===== src/rtl/bp_pkg.sv =====
// Shared types for the branch predictor PHT path.
//   ctr_t      : 2-bit saturating direction counter
//   SNT..ST    : counter encodings (strong/weak not-taken/taken)
//   state_t    : PHT sequencer state (INIT sweep, RUN)
//   sat_update : next counter value for a resolved branch
package bp_pkg;

    typedef logic [1:0] ctr_t;

    localparam ctr_t SNT = 2'd0;
    localparam ctr_t WNT = 2'd1;
    localparam ctr_t WT  = 2'd2;
    localparam ctr_t ST  = 2'd3;

    typedef enum logic {INIT, RUN} state_t;

    function automatic ctr_t sat_update(input ctr_t ctr, input logic taken);
        if (taken)
            return (ctr == ST) ? ST : ctr + 2'd1;
        else
            return (ctr == SNT) ? SNT : ctr - 2'd1;
    endfunction

endpackage


===== src/rtl/pht_upd_fifo.sv =====
// Resolve-update queue for the PHT sequencer.
//   clk, rst            : clock, async active-high reset
//   flush               : drop every queued entry
//   push, push_*        : enqueue {index, ctr, taken}
//   pop                 : dequeue head (caller guarantees non-empty)
//   head_*              : oldest entry
//   full, empty, count  : occupancy
//   ent_*, ent_vld      : all entries in age order (slot 0 = oldest), for
//                         lookup forwarding
module pht_upd_fifo
    import bp_pkg::*;
#(
    parameter int IDX_W  = 10,
    parameter int QDEPTH = 4
) (
    input  logic                             clk,
    input  logic                             rst,
    input  logic                             flush,
    input  logic                             push,
    input  logic [IDX_W-1:0]                 push_index,
    input  ctr_t                             push_ctr,
    input  logic                             push_taken,
    input  logic                             pop,
    output logic [IDX_W-1:0]                 head_index,
    output ctr_t                             head_ctr,
    output logic                             head_taken,
    output logic                             full,
    output logic                             empty,
    output logic [$clog2(QDEPTH):0]          count,
    output logic [QDEPTH-1:0][IDX_W-1:0]     ent_index,
    output ctr_t [QDEPTH-1:0]                ent_ctr,
    output logic [QDEPTH-1:0]                ent_taken,
    output logic [QDEPTH-1:0]                ent_vld
);

    localparam int PW = $clog2(QDEPTH);
    localparam int CW = PW + 1;

    logic [IDX_W-1:0] q_index [QDEPTH];
    ctr_t             q_ctr   [QDEPTH];
    logic             q_taken [QDEPTH];
    logic [PW-1:0]    wr_ptr, rd_ptr;

    always_ff @(posedge clk or posedge rst) begin
        if (rst) begin
            wr_ptr <= '0;
            rd_ptr <= '0;
            count  <= '0;
        end else if (flush) begin
            wr_ptr <= '0;
            rd_ptr <= '0;
            count  <= '0;
        end else begin
            if (push) wr_ptr <= wr_ptr + PW'(1);
            if (pop)  rd_ptr <= rd_ptr + PW'(1);
            if (push && !pop)
                count <= count + CW'(1);
            else if (pop && !push)
                count <= count - CW'(1);
        end
    end

    // Payload needs no reset: nothing reads a slot before it is written.
    always_ff @(posedge clk) begin
        if (push && !flush) begin
            q_index[wr_ptr] <= push_index;
            q_ctr[wr_ptr]   <= push_ctr;
            q_taken[wr_ptr] <= push_taken;
        end
    end

    assign full       = (count == CW'(QDEPTH));
    assign empty      = (count == '0);
    assign head_index = q_index[rd_ptr];
    assign head_ctr   = q_ctr[rd_ptr];
    assign head_taken = q_taken[rd_ptr];

    // Rotate storage so the consumer sees entries oldest-first.
    always_comb begin
        for (int i = 0; i < QDEPTH; i++) begin
            ent_index[i] = q_index[rd_ptr + PW'(i)];
            ent_ctr[i]   = q_ctr[rd_ptr + PW'(i)];
            ent_taken[i] = q_taken[rd_ptr + PW'(i)];
            ent_vld[i]   = (CW'(i) < count);
        end
    end

endmodule


===== src/rtl/pht_access_ctrl.sv =====
// PHT SRAM sequencer: initialises a single-port, synchronous-read table of
// 2-bit counters, then arbitrates between IF-stage lookups and queued
// EX-stage resolve updates (read-modify-write done from the queued ctr).
//   clk, rst                        : clock, async active-high reset
//   init_req                        : flush queue and restart init sweep
//   lk_valid/lk_index/lk_ready      : lookup request handshake
//   lk_rvalid/lk_rdata              : lookup result, one cycle after accept
//   up_valid/up_index/up_ctr/up_taken/up_ready : resolve update enqueue
//   init_done                       : table initialised, RUN state
//   mem_en/mem_we/mem_addr/mem_wdata/mem_rdata : SRAM port
// Build option: define PHT_FWD_EN to forward pending queued updates into
// lookup results so they never return a stale counter.
module pht_access_ctrl
    import bp_pkg::*;
#(
    parameter int   IDX_W      = 10,
    parameter int   QDEPTH     = 4,
    parameter ctr_t INIT_CTR   = WT,
    parameter int   STARVE_MAX = 8
) (
    input  logic             clk,
    input  logic             rst,
    input  logic             init_req,
    input  logic             lk_valid,
    input  logic [IDX_W-1:0] lk_index,
    output logic             lk_ready,
    output logic             lk_rvalid,
    output ctr_t             lk_rdata,
    input  logic             up_valid,
    input  logic [IDX_W-1:0] up_index,
    input  ctr_t             up_ctr,
    input  logic             up_taken,
    output logic             up_ready,
    output logic             init_done,
    output logic             mem_en,
    output logic             mem_we,
    output logic [IDX_W-1:0] mem_addr,
    output ctr_t             mem_wdata,
    input  ctr_t             mem_rdata
);

    localparam int SW = $clog2(STARVE_MAX + 1);
    localparam int CW = $clog2(QDEPTH) + 1;

    state_t                      state;
    logic [IDX_W-1:0]            sweep_addr;
    logic [SW-1:0]               starve;

    logic                        q_full, q_empty;
    logic [CW-1:0]               q_count;
    logic [IDX_W-1:0]            head_index;
    ctr_t                        head_ctr;
    logic                        head_taken;
    logic [QDEPTH-1:0][IDX_W-1:0] ent_index;
    ctr_t [QDEPTH-1:0]           ent_ctr;
    logic [QDEPTH-1:0]           ent_taken, ent_vld;

    logic                        run, wr_slot, lk_accept, push;
    ctr_t                        rd_data, rdata_hold;

    // init_req takes the whole cycle: no lookup, no update write, no enqueue.
    assign run       = (state == RUN) && !init_req;
    assign wr_slot   = run && !q_empty &&
                       (!lk_valid || q_full || starve == SW'(STARVE_MAX));
    assign lk_ready  = run && !wr_slot;
    assign up_ready  = run && !q_full;
    assign lk_accept = lk_valid && lk_ready;
    assign push      = up_valid && up_ready;

    pht_upd_fifo #(.IDX_W(IDX_W), .QDEPTH(QDEPTH)) u_fifo (
        .clk        (clk),
        .rst        (rst),
        .flush      (init_req),
        .push       (push),
        .push_index (up_index),
        .push_ctr   (up_ctr),
        .push_taken (up_taken),
        .pop        (wr_slot),
        .head_index (head_index),
        .head_ctr   (head_ctr),
        .head_taken (head_taken),
        .full       (q_full),
        .empty      (q_empty),
        .count      (q_count),
        .ent_index  (ent_index),
        .ent_ctr    (ent_ctr),
        .ent_taken  (ent_taken),
        .ent_vld    (ent_vld)
    );

    // SRAM command. State resets to INIT, so the sweep write is gated by rst
    // to keep the port quiet while reset is held.
    always_comb begin
        mem_en    = 1'b0;
        mem_we    = 1'b0;
        mem_addr  = '0;
        mem_wdata = '0;
        if (state == INIT && !init_req && !rst) begin
            mem_en    = 1'b1;
            mem_we    = 1'b1;
            mem_addr  = sweep_addr;
            mem_wdata = INIT_CTR;
        end else if (wr_slot) begin
            mem_en    = 1'b1;
            mem_we    = 1'b1;
            mem_addr  = head_index;
            mem_wdata = sat_update(head_ctr, head_taken);
        end else if (lk_accept) begin
            mem_en    = 1'b1;
            mem_addr  = lk_index;
        end
    end

    always_ff @(posedge clk or posedge rst) begin
        if (rst) begin
            state      <= INIT;
            sweep_addr <= '0;
            starve     <= '0;
            init_done  <= 1'b0;
        end else if (init_req) begin
            state      <= INIT;
            sweep_addr <= '0;
            starve     <= '0;
            init_done  <= 1'b0;
        end else if (state == INIT) begin
            sweep_addr <= sweep_addr + IDX_W'(1);
            if (sweep_addr == '1) begin
                state     <= RUN;
                init_done <= 1'b1;
            end
        end else begin
            if (wr_slot || q_empty)
                starve <= '0;
            else if (lk_accept)
                starve <= starve + SW'(1);
        end
    end

`ifdef PHT_FWD_EN
    // A write slot never coincides with an accepted lookup, so the entry
    // being written that cycle is still in the queue view when compared.
    logic fwd_hit, fwd_hit_q;
    ctr_t fwd_val, fwd_val_q;
    logic unused_sigs;

    always_comb begin
        fwd_hit = 1'b0;
        fwd_val = '0;
        // Oldest-first scan: the last hit is the youngest matching entry.
        for (int i = 0; i < QDEPTH; i++) begin
            if (ent_vld[i] && ent_index[i] == lk_index) begin
                fwd_hit = 1'b1;
                fwd_val = sat_update(ent_ctr[i], ent_taken[i]);
            end
        end
    end

    always_ff @(posedge clk or posedge rst) begin
        if (rst) begin
            fwd_hit_q <= 1'b0;
            fwd_val_q <= '0;
        end else if (lk_accept) begin
            fwd_hit_q <= fwd_hit;
            fwd_val_q <= fwd_val;
        end
    end

    assign rd_data     = fwd_hit_q ? fwd_val_q : mem_rdata;
    assign unused_sigs = ^q_count;
`else
    logic unused_sigs;
    assign rd_data     = mem_rdata;
    assign unused_sigs = ^{q_count, ent_index, ent_ctr, ent_taken, ent_vld};
`endif

    // lk_rvalid is a flop; the data beat comes straight from the SRAM in the
    // response cycle and is held in rdata_hold afterwards.
    always_ff @(posedge clk or posedge rst) begin
        if (rst) begin
            lk_rvalid  <= 1'b0;
            rdata_hold <= '0;
        end else begin
            lk_rvalid <= lk_accept;
            if (lk_rvalid) rdata_hold <= rd_data;
        end
    end

    assign lk_rdata = lk_rvalid ? rd_data : rdata_hold;

endmodule


===== config.mk =====
export PLATFORM = sky130hd
export DESIGN_NAME = pht_access_ctrl
export DESIGN_NICKNAME = d
export VERILOG_FILES = /design/src/rtl/bp_pkg.sv /design/src/rtl/pht_upd_fifo.sv /design/src/rtl/pht_access_ctrl.sv
export SDC_FILE = /design/constraint.sdc
export NUM_CORES = 1
export LEC_CHECK = 0
export ABC_AREA = 1
export CAP_MARGIN = 20
export CORE_ASPECT_RATIO = 0.75
export CORE_UTILIZATION = 29
export DETAILED_ROUTE_END_ITERATION = 10
export GPL_TIMING_DRIVEN = 0
export HOLD_SLACK_MARGIN = 0.12
export PLACE_DENSITY = 0.47
export SETUP_SLACK_MARGIN = 0.02
export SLEW_MARGIN = 20
export SYNTH_ARGS = -nofsm -noshare
export SYNTH_HDL_FRONTEND = slang
export SYNTH_SLANG_ARGS = --single-unit

===== constraint.sdc =====
create_clock -name clk -period 1.7 [get_ports clk]
set_input_delay 0.34 -clock clk [delete_from_list [all_inputs] [get_ports clk]]
set_output_delay 0.34 -clock clk [all_outputs]
set_load 0.01 [all_outputs]

==> impl_metrics.py <==
metrics = {
    "power": {
        "total_power_mw": 4.23,
        "ir_drop_mv": 0.567,
        "power_density_mw_per_mm2": 786,
        "p_leak_nw": 2.20,
    },
    "cells_and_area": {
        "post_route_cells_drive_above_1_share": 0.331,
        "instances_no_fill": 649,
        "final_util": 0.437,
        "antenna_cells": 0,
        "fin_nets": 516,
        "syn2layout_area_growth_pct": 46.6,
    },
    "clocking": {
        "clock_latency_ns": 0.34,
        "cts_root_buffer": "clkbuf_16",
        "clk_pin_slew_ns": 0.06,
        "tritoncts": "done",
        "htree_levels": 3,
        "clock_path_buffers": 2,
        "cts_buffers": 9,
        "clock-sinks": 78,
        "hold_buffers": 0,
    },
    "critical_path": {
        "critPathMaxFanout": 10,
        "worst-endpoint-arrival_ns": 1.98,
        "criticalPathCategory": "flop to output port",
        "cp-start-kind": "flop",
        "critPathCaptureType": "output port",
        "cp.required_ns": 1.36,
    },
    "die": {
        "core_area_mm2": 0.0123,
        "start_util": 0.298,
        "rows": 35,
        "fp.dieH_um": 99.4,
        "ios": 50,
        "die_x_um": 132,
        "dieArea_mm2": 0.0131,
    },
    "route": {
        "routed_wl_mm": 10.1,
        "vias": 2932,
        "drtAntennaViolNets": 0,
        "via_per_inst": 4.52,
        "wl_per_cell_um": 15.5,
        "first_pass_iters": 5,
        "drtIter0Drc": 203,
        "drc": 0,
    },
    "timing": {
        "rsz0062_at_grt": "yes",
        "clock_skew_ns": 0.00467,
        "timing.final.ws_setup_ns": -0.619,
        "finalHoldViolations": 0,
        "fin_crit_ns": 2.32,
        "setup_viol": 18,
        "fin_hold_ws_ns": 0.423,
        "max_freq_mhz": 431,
        "slew_viol_final": 0,
        "tns_ns": -8.14,
        "final.period_utilization": 1.36,
        "worst_pin_slew_ns": 0.540,
        "slew_headroom": 0.640,
    },
    "grt": {
        "top_usage_layer": "met2",
        "grt_pass1_vias": 2876,
        "grt_usage": 0.163,
        "grt_use_met1": 0.225,
        "grt_max_degree": 18,
        "use_met2": 0.245,
        "grt_pass1_wl_mm": 15.7,
        "grt_antenna_before_repair": 0,
        "gr-usage-met3": 0.0418,
        "grt_overflow": 0,
    },
    "place": {
        "numPortBuffers": 49,
        "dp_hpwl_mm": 6.40,
        "gp_congestion": 0.757,
        "place_inst": 586,
    },
    "synth": {
        "ys_async_sr_fraction": 0.333,
        "synthDistinctLibCells": 36,
        "synth_area_leaders": "edfxtp_1 (43%), dfrtp_1 (18%), nor2_1 (6.7%), nand2_1 (6.2%), o21ai_0 (4.4%)",
        "yosys_warnings": 0,
        "synth_top_area_cell": "edfxtp_1",
        "netlist_area_mm2": 0.00367,
        "syn_area_per_cell_um2": 9.96,
        "synth_top_cell_area_share": 0.426,
        "synth_edf_count": 52,
        "synth_ff_type": "edfxtp_1",
        "ys_top_cells_by_count": "nor2_1 (65), nand2_1 (61), edfxtp_1 (52), o21ai_0 (32), a21oi_1 (27)",
        "yosysMostFrequentCell": "nor2_1",
        "synth_nets": 406,
        "yosysSeqAreaShare": 0.603,
        "synthCells": 368,
        "ys_seq_elements": 78,
    },
    "flow_run": {
        "maxCapViolCount": 0,
    },
    "run_status": {
        "failed_checks": "negative setup slack",
        "status": "complete, but fails checks",
    },
    "hold_path": {
        "hold_class": "input pin to async pin",
    },
}
[final cells by class]
cell class,count,area [um^2]
Sequential cell,78,2220
Timing Repair Buffer,99,932
Multi-Input combinational cell,248,1450
Tap cell,166,208
Inverter,30,131
Buffer,12,144
Clock buffer,9,225
Fill cell,1170,6930
Clock inverter,7,65.1
[path summary, 6_finish.rpt]
check                                       startpoint                           to  slack, ns  cells past startpoint
min reg2reg                    rdata_hold[1]$_DFF_PP0_      rdata_hold[1]$_DFF_PP0_       0.50                      1
min                                                rst        starve[1]$_DFFE_PP0P_       0.42                      2
max in group asynchronous                          rst  u_fifo.count[2]$_DFFE_PP0P_       0.80                      3
max                        u_fifo.count[1]$_DFFE_PP0P_                  mem_addr[4]      -0.62                     10
min in group clk               rdata_hold[1]$_DFF_PP0_      rdata_hold[1]$_DFF_PP0_       0.50                      1
max reg2reg                u_fifo.count[1]$_DFFE_PP0P_  u_fifo.count[2]$_DFFE_PP0P_      -0.43                     15
[cells by family (layout without fill, tap and decap cells)]
group,count (synthesis),count (layout),share of synthesized area
fa+ha+maj,8,8,0.0294
flops,78,78,0.603
compound gates,67,67,0.0966
mux,2,2,0.00614
simple gates,167,167,0.201
xor+xnor,4,4,0.00956
buf+inv,42,157,0.0536
[flip-flops by register name, summed over array words and instances, names as in the netlist, 2 cells and up]
name            cells
u_fifo.q_index     40
sweep_addr         10
u_fifo.q_ctr        8
starve              4
u_fifo.q_taken      4
u_fifo.count        3
rdata_hold          2
u_fifo.rd_ptr       2
u_fifo.wr_ptr       2
[cells in the final DEF, fill, tap and decap left out, drive strengths merged, types with 20 or more instances in the layout]
| master | synthesis | layout |
|---|---|---|
| nor2 | 69 | 69 |
| clkdlybuf4s50 | 0 | 29 |
| nand2 | 69 | 69 |
| buf | 9 | 76 |
| dfrtp | 26 | 26 |
| a21oi | 30 | 30 |
| edfxtp | 52 | 52 |
| inv | 29 | 29 |
| o21ai | 34 | 34 |
| nand3 | 20 | 20 |
[stage by stage]
step           setup slack (ns)  cell area (um^2)
6_report                 -0.619              5380
5_1_grt                  -0.722              5380
4_1_cts                  -0.744              5200
3_5_place_dp              -1.20              4470
3_3_place_gp              -1.22              4410
2_1_floorplan           -0.0908              3710
[power by group]
group | internal (mW) | total, mW | switching [mW]
logic | 0.148 | 0.275 | 0.127
registers | 2.04 | 2.06 | 0.0164
clock network | 1.13 | 1.89 | 0.766
[repair_timing]
item,4_1_cts,5_1_grt
gates cloned,1,0
buffers inserted,36,10
setup endpoints to repair,73,46
pin swaps,14,12
gates resized for setup,133,33
[per-layer routing]
layer	share of wire	wire [um]
met4	0.015	150
met3	0.053	534
met5	0	0
met2	0.44	4450
met1	0.49	4930
[critical path, cell delays in order (launching register included)]
cell,delay [ns]
dfrtp_1,0.42
nor2_4,0.19
nor2_2,0.06
nand2_2,0.10
nand2_4,0.07
buf_4,0.16
buf_12,0.15
a21oi_1,0.22
a21oi_1,0.08
nand2_1,0.06
buf_2,0.12
Note: power is estimated with default switching activity, not from simulation.
